## config.mk

```make
export PLATFORM = sky130hd
export DESIGN_NAME = morse_decode_module
export DESIGN_NICKNAME = d
export VERILOG_FILES = /design/src/rtl/morse_decode_module_pkg.sv /design/src/rtl/morse_decode_module_debounce.sv /design/src/rtl/morse_decode_module.sv
export SDC_FILE = /design/constraint.sdc
export NUM_CORES = 1
export LEC_CHECK = 0
export CAP_MARGIN = 15
export CORE_MARGIN = 2
export CORE_UTILIZATION = 55
export CTS_BUF_LIST = sky130_fd_sc_hd__clkbuf_4 sky130_fd_sc_hd__clkbuf_8
export DETAILED_ROUTE_END_ITERATION = 16
export GPL_TIMING_DRIVEN = 0
export PLACE_DENSITY = 0.74
export SLEW_MARGIN = 20
export SYNTH_ARGS = -nofsm -noshare
export SYNTH_HDL_FRONTEND = slang
export SYNTH_SLANG_ARGS = --single-unit
```

## constraint.sdc

```tcl
create_clock -name CLK -period 4.1 [get_ports CLK]
set_clock_uncertainty 0.2 [all_clocks]
set_input_delay 0.41 -clock CLK [delete_from_list [all_inputs] [get_ports CLK]]
set_output_delay 0.41 -clock CLK [all_outputs]
set_load 0.05 [all_outputs]
```

## src/rtl/morse_decode_module_pkg.sv

```systemverilog
// Shared definitions for the Morse receive path: unit thresholds, letter
// codes, FSM state encoding and small combinational helpers.
package morse_decode_module_pkg;

    // Timing thresholds, all in Morse units
    localparam logic [2:0] DASH_MIN   = 3'd2;  // marks of this many units or more are dashes
    localparam logic [2:0] MARK_MAX   = 3'd5;  // longest acceptable mark
    localparam logic [2:0] LETTER_GAP = 3'd3;  // low time that closes a letter
    localparam logic [2:0] WORD_GAP   = 3'd7;  // low time that closes a word
    localparam logic [2:0] MAX_ELEM   = 3'd5;  // element buffer depth

    // Letters recognised for the distress pattern (bit0 = first element, 1 = dash)
    localparam logic [4:0] S_CODE = 5'b00000;
    localparam logic [2:0] S_LEN  = 3'd3;
    localparam logic [4:0] O_CODE = 5'b00111;
    localparam logic [2:0] O_LEN  = 3'd3;

    typedef enum logic [1:0] {
        ST_IDLE    = 2'd0,  // line low, buffer empty
        ST_MARK    = 2'd1,  // line high, timing an element
        ST_SPACE   = 2'd2,  // line low, letter in progress
        ST_DISCARD = 2'd3   // malformed letter, waiting for a clean gap
    } state_t;

    typedef enum logic [1:0] {
        LET_NONE  = 2'd0,
        LET_S     = 2'd1,
        LET_O     = 2'd2,
        LET_OTHER = 2'd3
    } letter_t;

    // Reduce a decoded letter to the classes the history needs
    function automatic letter_t classify_letter(input logic [4:0] code, input logic [2:0] len);
        letter_t res;
        if ((len == S_LEN) && (code == S_CODE)) begin
            res = LET_S;
        end else if ((len == O_LEN) && (code == O_CODE)) begin
            res = LET_O;
        end else begin
            res = LET_OTHER;
        end
        return res;
    endfunction

    // Three-bit increment that sticks at its maximum
    function automatic logic [2:0] sat_inc3(input logic [2:0] v);
        logic [2:0] res;
        if (v == 3'd7) begin
            res = 3'd7;
        end else begin
            res = v + 3'd1;
        end
        return res;
    endfunction

    // Write one element bit into the buffer at position idx
    function automatic logic [4:0] append_elem(input logic [4:0] code, input logic [2:0] idx,
                                               input logic dash);
        logic [4:0] res;
        res = code;
        case (idx)
            3'd0:    res[0] = dash;
            3'd1:    res[1] = dash;
            3'd2:    res[2] = dash;
            3'd3:    res[3] = dash;
            3'd4:    res[4] = dash;
            default: res = code;
        endcase
        return res;
    endfunction

endpackage

```

## src/rtl/morse_decode_module_debounce.sv

```systemverilog
// Two-flop synchroniser followed by a level debouncer. A new level is taken
// after DB_CYC consecutive samples that differ from the current one; the
// rise/fall pulses are high in the first cycle of the new level.
module debounce_module
    import morse_decode_module_pkg::*;
#(
    parameter int DB_CYC = 500_000
) (
    input  logic clk,
    input  logic rst,
    input  logic pin_async,
    output logic level,
    output logic rise,
    output logic fall
);

    localparam int CNT_W = (DB_CYC > 1) ? $clog2(DB_CYC) : 1;
    localparam logic [CNT_W-1:0] CNT_LAST = CNT_W'(DB_CYC - 1);
    localparam logic [CNT_W-1:0] CNT_ONE  = CNT_W'(32'd1);
    localparam logic [CNT_W-1:0] CNT_ZERO = {CNT_W{1'b0}};

    logic             sync1_r;
    logic             sync2_r;
    logic             level_r;
    logic             rise_r;
    logic             fall_r;
    logic [CNT_W-1:0] cnt_r;

    // Bring the asynchronous pin into the clock domain
    always_ff @(posedge clk or posedge rst) begin
        if (rst) begin
            sync1_r <= 1'b0;
            sync2_r <= 1'b0;
        end else begin
            sync1_r <= pin_async;
            sync2_r <= sync1_r;
        end
    end

    // Count consecutive differing samples and accept the level when stable
    always_ff @(posedge clk or posedge rst) begin
        if (rst) begin
            level_r <= 1'b0;
            rise_r  <= 1'b0;
            fall_r  <= 1'b0;
            cnt_r   <= CNT_ZERO;
        end else begin
            rise_r <= 1'b0;
            fall_r <= 1'b0;
            if (sync2_r != level_r) begin
                if (cnt_r == CNT_LAST) begin
                    level_r <= sync2_r;
                    rise_r  <= sync2_r;
                    fall_r  <= ~sync2_r;
                    cnt_r   <= CNT_ZERO;
                end else begin
                    cnt_r <= cnt_r + CNT_ONE;
                end
            end else begin
                cnt_r <= CNT_ZERO;
            end
        end
    end

    assign level = level_r;
    assign rise  = rise_r;
    assign fall  = fall_r;

endmodule

```

## src/rtl/morse_decode_module.sv

```systemverilog
// Morse receiver: debounced key input is timed in Morse units, marks are
// classified into dots and dashes, letters are emitted after a letter gap,
// and an S-O-S sequence within one word is flagged.
module morse_decode_module
    import morse_decode_module_pkg::*;
#(
    parameter int UNIT_CYC = 5_000_000,
    parameter int DB_CYC   = 500_000
) (
    input  logic       CLK,
    input  logic       RST,
    input  logic       Pin_In,
    output logic [4:0] Sym_Code,
    output logic [2:0] Sym_Len,
    output logic       Sym_Valid,
    output logic       SOS_Det,
    output logic       Err
);

    localparam int PRE_W = $clog2(UNIT_CYC);
    localparam logic [PRE_W-1:0] PRE_LAST = PRE_W'(UNIT_CYC - 1);
    localparam logic [PRE_W-1:0] PRE_ONE  = PRE_W'(32'd1);
    localparam logic [PRE_W-1:0] PRE_ZERO = {PRE_W{1'b0}};

    logic             level_s;
    logic             rise_s;
    logic             fall_s;

    logic [PRE_W-1:0] pre_r;
    logic [2:0]       units_r;
    logic             edge_s;
    logic [PRE_W-1:0] pre_cur_s;
    logic [2:0]       units_cur_s;
    logic             tick_s;

    state_t           state_r;
    state_t           state_nxt_s;
    logic [4:0]       code_r;
    logic [4:0]       code_nxt_s;
    logic [2:0]       cnt_r;
    logic [2:0]       cnt_nxt_s;
    logic             emit_s;
    logic             err_s;
    logic             word_end_s;

    letter_t          letter_s;
    letter_t          hist_old_r;
    letter_t          hist_new_r;
    letter_t          hist_old_nxt_s;
    letter_t          hist_new_nxt_s;
    logic             sos_s;

    logic [4:0]       sym_code_r;
    logic [2:0]       sym_len_r;
    logic             sym_valid_r;
    logic             sos_det_r;
    logic             err_r;

    debounce_module #(
        .DB_CYC(DB_CYC)
    ) u_debounce (
        .clk      (CLK),
        .rst      (RST),
        .pin_async(Pin_In),
        .level    (level_s),
        .rise     (rise_s),
        .fall     (fall_s)
    );

    // Timer view of this cycle: an edge restarts counting from this very cycle,
    // so a threshold can never coincide with an edge
    always_comb begin
        edge_s = rise_s | fall_s;
        if (edge_s) begin
            pre_cur_s   = PRE_ZERO;
            units_cur_s = 3'd0;
        end else begin
            pre_cur_s   = pre_r;
            units_cur_s = units_r;
        end
        tick_s = (pre_cur_s == PRE_LAST);
    end

    // Unit prescaler and saturating unit count
    always_ff @(posedge CLK or posedge RST) begin
        if (RST) begin
            pre_r   <= PRE_ZERO;
            units_r <= 3'd0;
        end else if (tick_s) begin
            pre_r   <= PRE_ZERO;
            units_r <= sat_inc3(units_cur_s);
        end else begin
            pre_r   <= pre_cur_s + PRE_ONE;
            units_r <= units_cur_s;
        end
    end

    // Letter FSM: next state, element buffer update and event detection
    always_comb begin
        state_nxt_s = state_r;
        code_nxt_s  = code_r;
        cnt_nxt_s   = cnt_r;
        emit_s      = 1'b0;
        err_s       = 1'b0;
        word_end_s  = 1'b0;
        case (state_r)
            ST_IDLE: begin
                if (rise_s) begin
                    state_nxt_s = ST_MARK;
                end else if (tick_s && (units_cur_s == (WORD_GAP - 3'd1))) begin
                    word_end_s = 1'b1;
                end else begin
                    state_nxt_s = ST_IDLE;
                end
            end
            ST_MARK: begin
                if (fall_s) begin
                    // units_r holds the full mark length in whole units here
                    if ((units_r > MARK_MAX) || (cnt_r == MAX_ELEM)) begin
                        err_s       = 1'b1;
                        code_nxt_s  = 5'b00000;
                        cnt_nxt_s   = 3'd0;
                        state_nxt_s = ST_DISCARD;
                    end else begin
                        code_nxt_s  = append_elem(code_r, cnt_r, (units_r >= DASH_MIN));
                        cnt_nxt_s   = cnt_r + 3'd1;
                        state_nxt_s = ST_SPACE;
                    end
                end else begin
                    state_nxt_s = ST_MARK;
                end
            end
            ST_SPACE: begin
                if (rise_s) begin
                    state_nxt_s = ST_MARK;
                end else if (tick_s && (units_cur_s == (LETTER_GAP - 3'd1))) begin
                    emit_s      = 1'b1;
                    code_nxt_s  = 5'b00000;
                    cnt_nxt_s   = 3'd0;
                    state_nxt_s = ST_IDLE;
                end else begin
                    state_nxt_s = ST_SPACE;
                end
            end
            ST_DISCARD: begin
                if (!level_s && tick_s && (units_cur_s == (LETTER_GAP - 3'd1))) begin
                    state_nxt_s = ST_IDLE;
                end else begin
                    state_nxt_s = ST_DISCARD;
                end
            end
            default: begin
                state_nxt_s = ST_IDLE;
                code_nxt_s  = 5'b00000;
                cnt_nxt_s   = 3'd0;
            end
        endcase
    end

    // FSM state and element buffer registers
    always_ff @(posedge CLK or posedge RST) begin
        if (RST) begin
            state_r <= ST_IDLE;
            code_r  <= 5'b00000;
            cnt_r   <= 3'd0;
        end else begin
            state_r <= state_nxt_s;
            code_r  <= code_nxt_s;
            cnt_r   <= cnt_nxt_s;
        end
    end

    // Letter history: detect S after {S,O}, otherwise shift in the new letter
    always_comb begin
        letter_s       = classify_letter(code_r, cnt_r);
        sos_s          = emit_s && (letter_s == LET_S) &&
                         (hist_old_r == LET_S) && (hist_new_r == LET_O);
        hist_old_nxt_s = hist_old_r;
        hist_new_nxt_s = hist_new_r;
        if (err_s || word_end_s || sos_s) begin
            hist_old_nxt_s = LET_NONE;
            hist_new_nxt_s = LET_NONE;
        end else if (emit_s) begin
            hist_old_nxt_s = hist_new_r;
            hist_new_nxt_s = letter_s;
        end else begin
            hist_old_nxt_s = hist_old_r;
            hist_new_nxt_s = hist_new_r;
        end
    end

    // History registers
    always_ff @(posedge CLK or posedge RST) begin
        if (RST) begin
            hist_old_r <= LET_NONE;
            hist_new_r <= LET_NONE;
        end else begin
            hist_old_r <= hist_old_nxt_s;
            hist_new_r <= hist_new_nxt_s;
        end
    end

    // Registered outputs: strobes for one cycle, letter fields held between letters
    always_ff @(posedge CLK or posedge RST) begin
        if (RST) begin
            sym_code_r  <= 5'b00000;
            sym_len_r   <= 3'd0;
            sym_valid_r <= 1'b0;
            sos_det_r   <= 1'b0;
            err_r       <= 1'b0;
        end else begin
            sym_valid_r <= emit_s;
            sos_det_r   <= sos_s;
            err_r       <= err_s;
            if (emit_s) begin
                sym_code_r <= code_r;
                sym_len_r  <= cnt_r;
            end else begin
                sym_code_r <= sym_code_r;
                sym_len_r  <= sym_len_r;
            end
        end
    end

    assign Sym_Code  = sym_code_r;
    assign Sym_Len   = sym_len_r;
    assign Sym_Valid = sym_valid_r;
    assign SOS_Det   = sos_det_r;
    assign Err       = err_r;

endmodule

```

==> Yosys cells after proc, flatten, opt, wreduce, memory -nomap -nowiden <==
Cells that the tools add are included.
{ "classes": {"addsub": 4, "n_lt_le_gt_ge": 2, "eq_ne": 27, "n_mux": 49, "bitwise_logic": 2, "n_reduce_logical": 25} }
{ "op_table": {"columns": ["cell", "n"], "rows": [
  ["23-bit 2-to-1 mux", 2],
  ["19-bit 2-to-1 mux", 2],
  ["5-bit AND reduction", 5],
  ["23-bit by 1-bit adder with 23-bit output (second input constant)", 1],
  ["23-bit == test (second input constant)", 1],
  ["2-bit 2-to-1 mux", 11],
  ["3-bit 2-to-1 mux", 7],
  ["1-bit 2-to-1 mux", 20],
  ["5-bit 2-to-1 mux", 4],
  ["19-bit by 1-bit adder with 19-bit output (second input constant)", 1],
  ["19-bit == test (second input constant)", 1],
  ["3-bit by 2-bit inequality test with 1-bit output (second input constant)", 5],
  ["3-bit == test (second input constant)", 4],
  ["5-bit case mux with 2 select lines", 1],
  ["3-bit by 2-bit == test with 1-bit output (second input constant)", 3],
  ["1-bit logical AND", 9],
  ["2-bit case mux with 4 select lines", 1],
  ["3-bit by 1-bit adder with 3-bit output (second input constant)", 2],
  ["2-bit by 1-bit == test with 1-bit output (second input constant)", 3],
  ["2-bit == test (second input constant)", 3],
  ["3-bit case mux with 2 select lines", 1],
  ["5-bit by 3-bit == test with 1-bit output (second input constant)", 1],
  ["5-bit zero test", 1],
  ["2-bit inequality test (second input constant)", 2],
  ["15 further kinds", 18]
]} }
{ "totals": {"regBits": 75, "input_bits": 3, "out_inout_bits": 11, "elab_cells": 131} }

==> Depth between registers and ports, before layout <==
Gate-level depths: netlist of the first run.
{ "logic_depth": {"word_depth": 12, "ltp_mapped": 11, "ltp_nobuf": 8} }

==> Modules after synthesis <==
From an unflattened synthesis of the first run, not the netlist that was laid out.
{ "unflattened": {"cells_unflattened": 370, "hier_area_um2": 3838.7} }
{ "modules_own_cells": {"columns": ["module", "n_inst", "cells_per_inst", "area_each_um2", "seq_area_each_um2"], "rows": [
  ["morse_decode_module", 1, 260, 2646.3, 1276.2],
  ["debounce_module", 1, 110, 1192.4, 600.6]
]} }

==> Least setup slack after synthesis of the first run <==
Ideal clock, no wire load.
{ "synth_timing": {"kind": "reg-to-reg", "from": "register u_debounce.rise_r, in the netlist u_debounce.rise", "to": "register sym_code_r[0], in the netlist Sym_Code[0]", "setup_time_ps": 125, "arrival_time_ps": 2599, "required_ps": 3775, "path_slack_ps": 1176, "stages_incl_launch_ff": 11, "path_buffers": 3, "synth_period_minus_slack_ps": 2924, "cell_sequence": "dfrtp_1 nor2_1 clkbuf_1 and2_1 ha_1 and4_1 buf_2 nand4_1 nor4_4 buf_4 mux2_2"} }
{ "synth_between": {"elab_chain_cells": 7, "word_cells_on_any_way": 9, "cone_classes": "2 x eq/ne; 5 x mux; 1 x bitwise; 1 x reduce/logical"} }
{ "synth_rtl": {"columns": ["element", "line_no", "text"], "rows": [
  ["start, declared", "morse_decode_module_debounce.sv:25", "logic rise_r;"],
  ["start signal, assigned", "morse_decode_module_debounce.sv:53", "rise_r <= sync2_r;"],
  ["1-bit OR", "morse_decode_module.sv:73", "edge_s = rise_s | fall_s;"],
  ["23-bit 2-to-1 mux or 3-bit 2-to-1 mux (tied branches)", "morse_decode_module.sv:74", "if (edge_s) begin"],
  ["23-bit == test or 3-bit by 2-bit == test with 1-bit output (tied branches)", "morse_decode_module.sv:81, morse_decode_module.sv:136", null],
  ["1-bit logical AND", "morse_decode_module.sv:136", "end else if (tick_s && (units_cur_s == (LETTER_GAP - 3'd1))) begin"],
  ["1-bit 2-to-1 mux", "morse_decode_module.sv:136", null],
  ["1-bit 2-to-1 mux *", "morse_decode_module.sv:134", "if (rise_s) begin"],
  ["1-bit 2-to-1 mux *", "morse_decode_module.sv:106", "case (state_r)"],
  ["net emit_s", "morse_decode_module.sv:42", "logic emit_s;"],
  ["end signal, assigned", "morse_decode_module.sv:216", "sym_code_r <= code_r;"],
  ["end signal, assigned", "morse_decode_module.sv:219", "sym_code_r <= sym_code_r;"],
  ["end, declared", "morse_decode_module.sv:53", "logic [4:0] sym_code_r;"]
]} }
Mark *: on every way through the listed nets, which the timed path passes. The rest lies on a longest branch.
A chain may end at the register's enable or synchronous reset.

==> Worst setup path in the final report of the first run <==
{ "layout_timing": {"from": "register u_debounce.rise_r, in the netlist u_debounce.rise", "to": "register sym_len_r[0], in the netlist Sym_Len[0]"} }
{ "layout_between": {"elab_chain_cells": 7, "word_cells_on_any_way": 9, "cone_classes": "2 x eq/ne; 5 x mux; 1 x bitwise; 1 x reduce/logical"} }
{ "layout_rtl": {"columns": ["element", "line_no", "text"], "rows": [
  ["1-bit OR", "morse_decode_module.sv:73", null],
  ["23-bit 2-to-1 mux or 3-bit 2-to-1 mux (tied branches)", "morse_decode_module.sv:74", null],
  ["23-bit == test or 3-bit by 2-bit == test with 1-bit output (tied branches)", "morse_decode_module.sv:81, morse_decode_module.sv:136", null],
  ["1-bit logical AND", "morse_decode_module.sv:136", null],
  ["1-bit 2-to-1 mux", "morse_decode_module.sv:136", null],
  ["1-bit 2-to-1 mux *", "morse_decode_module.sv:134", null],
  ["1-bit 2-to-1 mux *", "morse_decode_module.sv:106", null],
  ["net emit_s", "morse_decode_module.sv:42", null],
  ["end signal, assigned", "morse_decode_module.sv:217", "sym_len_r <= cnt_r;"],
  ["end signal, assigned", "morse_decode_module.sv:220", "sym_len_r <= sym_len_r;"],
  ["end, declared", "morse_decode_module.sv:54", "logic [2:0] sym_len_r;"]
]} }
Marked as above.

==> impl_metrics.csv, run 1 <==
group,metric,value,unit
cts,cts_buffer_depth,2,
place,hpwlAfterDp,4.83,mm
place,dpl.cell_count,468,
routing,first_pass_iters,4,
logic_synthesis,synth_cell_types,46,
layout,diodes,0,
routing,wirelength,6.79,mm
flow_run,maxCapViolations,0,
place,port-buffer-count,13,
hold_path,min_path_type,"reg2reg",
grt,grt_max_degree,47,
setup_path,cp-end-kind,"flop",
pwr,seqPwrFrac,0.573,
pwr,total_power,1.30,mW
layout,fin_cells,484,
logic_synthesis,synthArstFlopShare,1.00,
pwr,p_switching,0.321,mW
routing,vias,2677,
floorplan,die_h,86.8,µm
cts,htreeDepth,3,
pwr,leakagePower,1.83,nW
sta,fin_crit_sh,0.834,
logic_synthesis,synth.top_cell.area_share,0.497,
pwr,peakVddDrop,0.173,mV
place,place_area,4030,µm²
layout,nets,415,
pwr,combPwrFrac,0.022,
logic_synthesis,yosysTopAreaCell,"dfrtp_1",
logic_synthesis,postSynthCellCount,374,
layout,drive_above_1_share,0.0965,
floorplan,die_x,86.8,µm
floorplan,dieArea,7540,µm²
cts,clk-insertion-delay-late,0.35,ns
sta,rsz0062_at_grt,"false",
logic_synthesis,synth.avg_cell_area,10.1,µm²
sta,finalSetupTns,0,ns
routing,wl_per_cell,14.0,µm
setup_path,critPathKind,"reg2reg",
floorplan,start_util,0.562,
sta,tightestPinTransition,0.684,ns
cts,cts_tree,"yes",
cts,cts.reportedPaths.clkPinSlew,0.09,ns
setup_path,crit_required,4.14,ns
floorplan,core-area,6720,µm²
layout,final_area,4220,µm²
logic_synthesis,synth-edff-count,0,
setup_path,cp_max_fo,10,
pwr,clock_power_share,0.406,
sta,final_max_slew_viol_count,0,
setup_path,worstPathArrival,3.46,ns
routing,drt_iter0_drc,145,
logic_synthesis,synth_seq_cells,75,
layout,multi_input_comb_area,1760,µm²
logic_synthesis,syn_area,3770,µm²
cts,post_cts_buffers,0,
sta,max_freq,0.293,GHz
pwr,p_per_area,309,nW/µm²
status,status,"completed",
grt,grt_usage,0.198,
grt,antenna_found_initial,0,
floorplan,ios,14,
floorplan,num_rows,30,
layout,n_fill_cell,569,
setup_path,worstSetupStartpointType,"flop",
logic_synthesis,synthesis.nets,390,
cts,cts.sinks,75,
layout,synthToLayoutAreaGrowth,11.7,%
cts,cts_resized,0,
routing,ant_nets,0,
sta,fin_crit,3.42,ns
logic_synthesis,synthTopCellsByArea,"dfrtp_1 50%, nor2_1 5.8%, xnor2_1 4.6%",
logic_synthesis,seq_area_frac_synth,0.497,
logic_synthesis,synthFlopType,"dfrtp_1",
sta,relSlewSlack,0.540,
cts,cts-root-buf,"clkbuf_8",
logic_synthesis,synth-warning-count,0,
routing,drc,0,
sta,setup_viol,0,
grt,gr-total-overflow,0,
logic_synthesis,yosys-top-cells-count,"75 x dfrtp_1, 58 x nor2_1, 24 x inv_1, 22 x nand2_1",
cts,cts.hold.buffers_added,0,
sta,hold_violations,0,
layout,seq_area,1880,µm²
cts,cts-buffers-inserted,9,
logic_synthesis,synth.most_common_cell,"dfrtp_1",
routing,via_per_inst,5.53,
grt,grt_pass1_vias,2502,
pwr,p_int,0.981,mW
sta,whs,0.163,ns
place,gp_congestion,0.922,
pwr,p_sw_frac,0.247,
grt,grt_pass1_wl,11.6,mm
## logic make-up (layout without fill, tap and decap cells)
logic type,Yosys count,after routing,synth area share
AO/OA/AOI/OAI,29,29,0.0464
AND/OR/NAND/NOR,169,169,0.240
multiplexers,18,18,0.0507
flip-flops,75,75,0.497
XOR/XNOR,37,37,0.0859
buffers and inverters,33,63,0.0368
adder cells (fa/ha/maj),13,13,0.0431
## layer usage
layer / up-vias / GRT usage / routed length (µm)
met2: 34 / 0.310 / 3180
li1: 1327 / - / -
met4: 0 / 0.0852 / 119
met1: 1306 / 0.273 / 3320
met5: - / 0 / 0
met3: 10 / 0.0314 / 164
## final timing paths
path,startpoint,end,slack (ns),depth (start not counted)
max in group asynchronous,RST,pre_r[14],2.94,3
worst min register to register,u_debounce.sync1_r,u_debounce.sync2_r,0.16,0
worst min-delay path,u_debounce.sync1_r,u_debounce.sync2_r,0.16,0
worst max-delay path,u_debounce.rise,Sym_Len[0],0.68,10
worst max register to register,u_debounce.rise,Sym_Len[0],0.68,10
min in group asynchronous,RST,u_debounce.cnt_r[3],0.20,2
## worst max-delay path, cell delays in order, from the launching register on
cell      delay, ns
dfrtp_1        0.49
nor2_1         0.19
clkbuf_1       0.35
and2_1         0.21
ha_1           0.22
and4_1         0.20
buf_2          0.18
nand4_1        0.23
nor4_4         0.43
buf_4          0.27
mux2_2         0.35
## placed cells by master (no fill, tap or decap), types with 2 or more instances in the layout
master	synthesis	layout
and4_1	4	4
buf_2	3	3
a21oi_1	8	8
clkbuf_8	0	9
clkdlybuf4s50_1	0	13
nor3b_1	3	3
xnor2_1	20	20
a31oi_1	2	2
and3_1	5	5
nor4b_1	2	2
nor4bb_1	3	3
ha_1	13	13
dfrtp_1	75	75
mux2i_1	9	9
nand4_1	12	12
o22ai_1	2	2
inv_1	24	23
o211ai_1	2	2
mux2_2	9	9
nor2b_1	2	2
nor4_4	2	2
nand3_1	20	20
nor3_1	11	11
or3_1	4	4
o21ai_0	8	8
nor2_1	58	58
nor4_1	3	3
and2_1	7	7
nand2_1	22	22
nand2b_1	4	4
clkbuf_1	4	4
inv_6	0	3
xor2_1	17	17
## layout make-up
| class | instances | share of cell area |
|---|---|---|
| sequential | 75 | 0.445 |
| multi-input combinational | 266 | 0.417 |
| timing repair buffer | 14 | 0.0374 |
| clock buffer | 9 | 0.0294 |
| tap | 80 | 0.0237 |
| inverter | 24 | 0.0220 |
| clock inverter | 7 | 0.0139 |
| buffer | 9 | 0.0116 |
## registers in the layout (all words and copies together), names as in the netlist
signal / count
u_debounce.level: 1
SOS_Det: 1
u_debounce.sync2_r: 1
u_debounce.rise: 1
u_debounce.cnt_r: 19
hist_new_r: 2
u_debounce.sync1_r: 1
Err: 1
Sym_Valid: 1
code_r: 5
Sym_Code: 5
Sym_Len: 3
u_debounce.fall: 1
pre_r: 23
state_r: 2
units_r: 3
cnt_r: 3
hist_old_r: 2
## power groups by stage
stage	clock network, mW	logic, mW	registers (mW)
floorplan	0	0.0183	0.760
global route	0.567	0.0336	0.746
detailed placement	0	0.0297	0.760
global placement	0	0.0254	0.760
CTS	0.544	0.0298	0.746
finish	0.528	0.0282	0.746
## stage by stage
step                      utilization  setup WS [ns]
after CTS                       0.628          0.662
after detailed placement        0.600          0.692
final                           0.628          0.682
after floorplan                     -           1.18
after global placement          0.596          0.427
after global routing            0.628          0.407
No activity file was read; power rests on OpenSTA's default activity.
==> run 2, diff against run 1 <==
clock period = 3.4 ns   (was 4.1 ns; I/O delays follow)
==> impl_metrics.csv, run 2 (synthesized netlist as in run 1, its figures left out) <==
group,metric,value,unit
status,status,"completed",
pwr,peakVddDrop,0.210,mV
routing,via_per_inst,5.56,
grt,grt_pass1_wl,11.6,mm
flow_run,maxCapViolations,0,
routing,wirelength,6.83,mm
routing,vias,2692,
setup_path,regToRegSetupSlack,0.18,ns
cts,cts.reportedPaths.clkPinSlew,0.09,ns
cts,cts-buffers-inserted,9,
routing,first_pass_iters,4,
sta,relSlewSlack,0.538,
place,port-buffer-count,13,
cts,cts.sinks,75,
layout,largest_register,"pre_r",
grt,grt_pass1_vias,2502,
cts,cts_tree,"yes",
routing,ant_nets,0,
layout,layout_common_cells,"75 x dfrtp_1, 58 x nor2_1, 23 x inv_1",
layout,diodes,0,
cts,htreeDepth,3,
pwr,p_sw_frac,0.248,
cts,cts_buffer_depth,2,
floorplan,die_x,86.8,µm
grt,antenna_found_initial,0,
layout,fin_cells,484,
sta,fin_crit_sh,0.946,
pwr,combPwrFrac,0.022,
floorplan,core-area,6720,µm²
setup_path,worstPathArrival,3.24,ns
grt,grt_usage,0.198,
layout,synthToLayoutAreaGrowth,12.0,%
place,dpl.cell_count,468,
cts,clk-insertion-delay-late,0.35,ns
floorplan,num_rows,30,
routing,drt_iter0_drc,143,
floorplan,start_util,0.562,
sta,tightestPinTransition,0.687,ns
pwr,seqPwrFrac,0.572,
layout,top_regs,"pre_r x23, u_debounce.cnt_r x19",
setup_path,cp_max_fo,10,
pwr,p_int,1.18,mW
place,gp_congestion,0.922,
cts,cts-root-buf,"clkbuf_8",
setup_path,crit_required,3.42,ns
sta,setup_viol,0,
pwr,leakagePower,1.84,nW
sta,fin_crit,3.22,ns
pwr,total_power,1.57,mW
cts,cts.hold.buffers_added,0,
sta,hold_violations,0,
place,hpwlAfterDp,4.83,mm
setup_path,worstSetupStartpointType,"flop",
routing,wl_per_cell,14.1,µm
pwr,clock_power_share,0.406,
sta,rsz0062_at_grt,"false",
layout,n_fill_cell,566,
floorplan,die_h,86.8,µm
routing,drc,0,
sta,max_freq,0.311,GHz
pwr,p_per_area,372,nW/µm²
layout,layout_commonest_cell,"dfrtp_1",
setup_path,critPathKind,"reg2reg",
floorplan,dieArea,7540,µm²
setup_path,cp-end-kind,"flop",
layout,largest_reg_flops,23,
layout,nets,415,
floorplan,ios,14,
pwr,p_switching,0.389,mW
grt,gr-total-overflow,0,
grt,grt_max_degree,47,
layout,drive_above_1_share,0.0990,
hold_path,min_path_type,"in2async",
cts,post_cts_buffers,0,
sta,final_max_slew_viol_count,0,
## run 2: cell types whose count changed in the layout (fill, tap and decap cells not counted)
cell and delta:
clkbuf_2 +1, a21oi_2 -1, clkbuf_1 -1, a21oi_4 +1
## run 2: path summary, 6_finish.rpt
path                                         start                  end  depth (start not counted)
worst max-delay path               u_debounce.rise             cnt_r[1]                         10
max in group asynchronous                      RST            pre_r[14]                          3
worst min register to register  u_debounce.sync1_r   u_debounce.sync2_r                          0
min in group CLK                u_debounce.sync1_r   u_debounce.sync2_r                          0
worst max register to register     u_debounce.rise             cnt_r[1]                         10
worst min-delay path                           RST  u_debounce.cnt_r[3]                          2
## run 2: layout make-up
type	count	area [µm²]	share of cell area
buffer	9	50.0	0.0118
multi-input combinational	266	1770	0.418
tap	80	100	0.0237
clock inverter	7	58.8	0.0139
timing repair buffer	14	158	0.0373
inverter	24	92.6	0.0219
clock buffer	9	124	0.0293
sequential	75	1880	0.444
## run 2: critical path: stages (launching register included)
cell and delay (ns):
dfrtp_1 0.49, nor2_1 0.20, clkbuf_2 0.24, and2_1 0.17
ha_1 0.21, and4_1 0.20, buf_2 0.18, nand4_1 0.23
or3_1 0.51, a21oi_4 0.31, o22ai_1 0.13
## run 2: power by group through the flow
stage | Combinational, mW | Clock, mW | Sequential [mW]
finish | 0.0341 | 0.638 | 0.899
global route | 0.0406 | 0.684 | 0.900
CTS | 0.0359 | 0.656 | 0.899
detailed placement | 0.0358 | 0 | 0.917
global placement | 0.0306 | 0 | 0.917
floorplan | 0.0220 | 0 | 0.916
## run 2: what timing repair did
| item | in CTS | in global routing |
|---|---|---|
| hold endpoints to repair | 0 | 0 |
| endpoints found under the setup margin | 7 | 18 |
| gates resized for setup | 1 | 1 |
| gates cloned | 0 | 0 |
| pin swaps | 0 | 1 |
## run 2: layer usage
metal,wire [µm],global-route usage,part of all wire
met5,0,0,0
met1,3310,0.273,0.48
met2,3210,0.310,0.47
met4,116,0.0852,0.017
met3,191,0.0314,0.028
## run 2: stage by stage
step,utilization,setup TNS (ns),instance area [µm²],hold WS (ns),worst slack (ns)
floorplan,-,0,3770,0.131,0.476
global placement,0.596,-14.89,4000,0.139,-0.203
detailed placement,0.600,-0.0281,4030,0.156,-0.00793
CTS,0.628,0,4220,0.134,0.105
global route,0.629,0,4230,0.157,0.00316
finish,0.629,0,4230,0.131,0.184
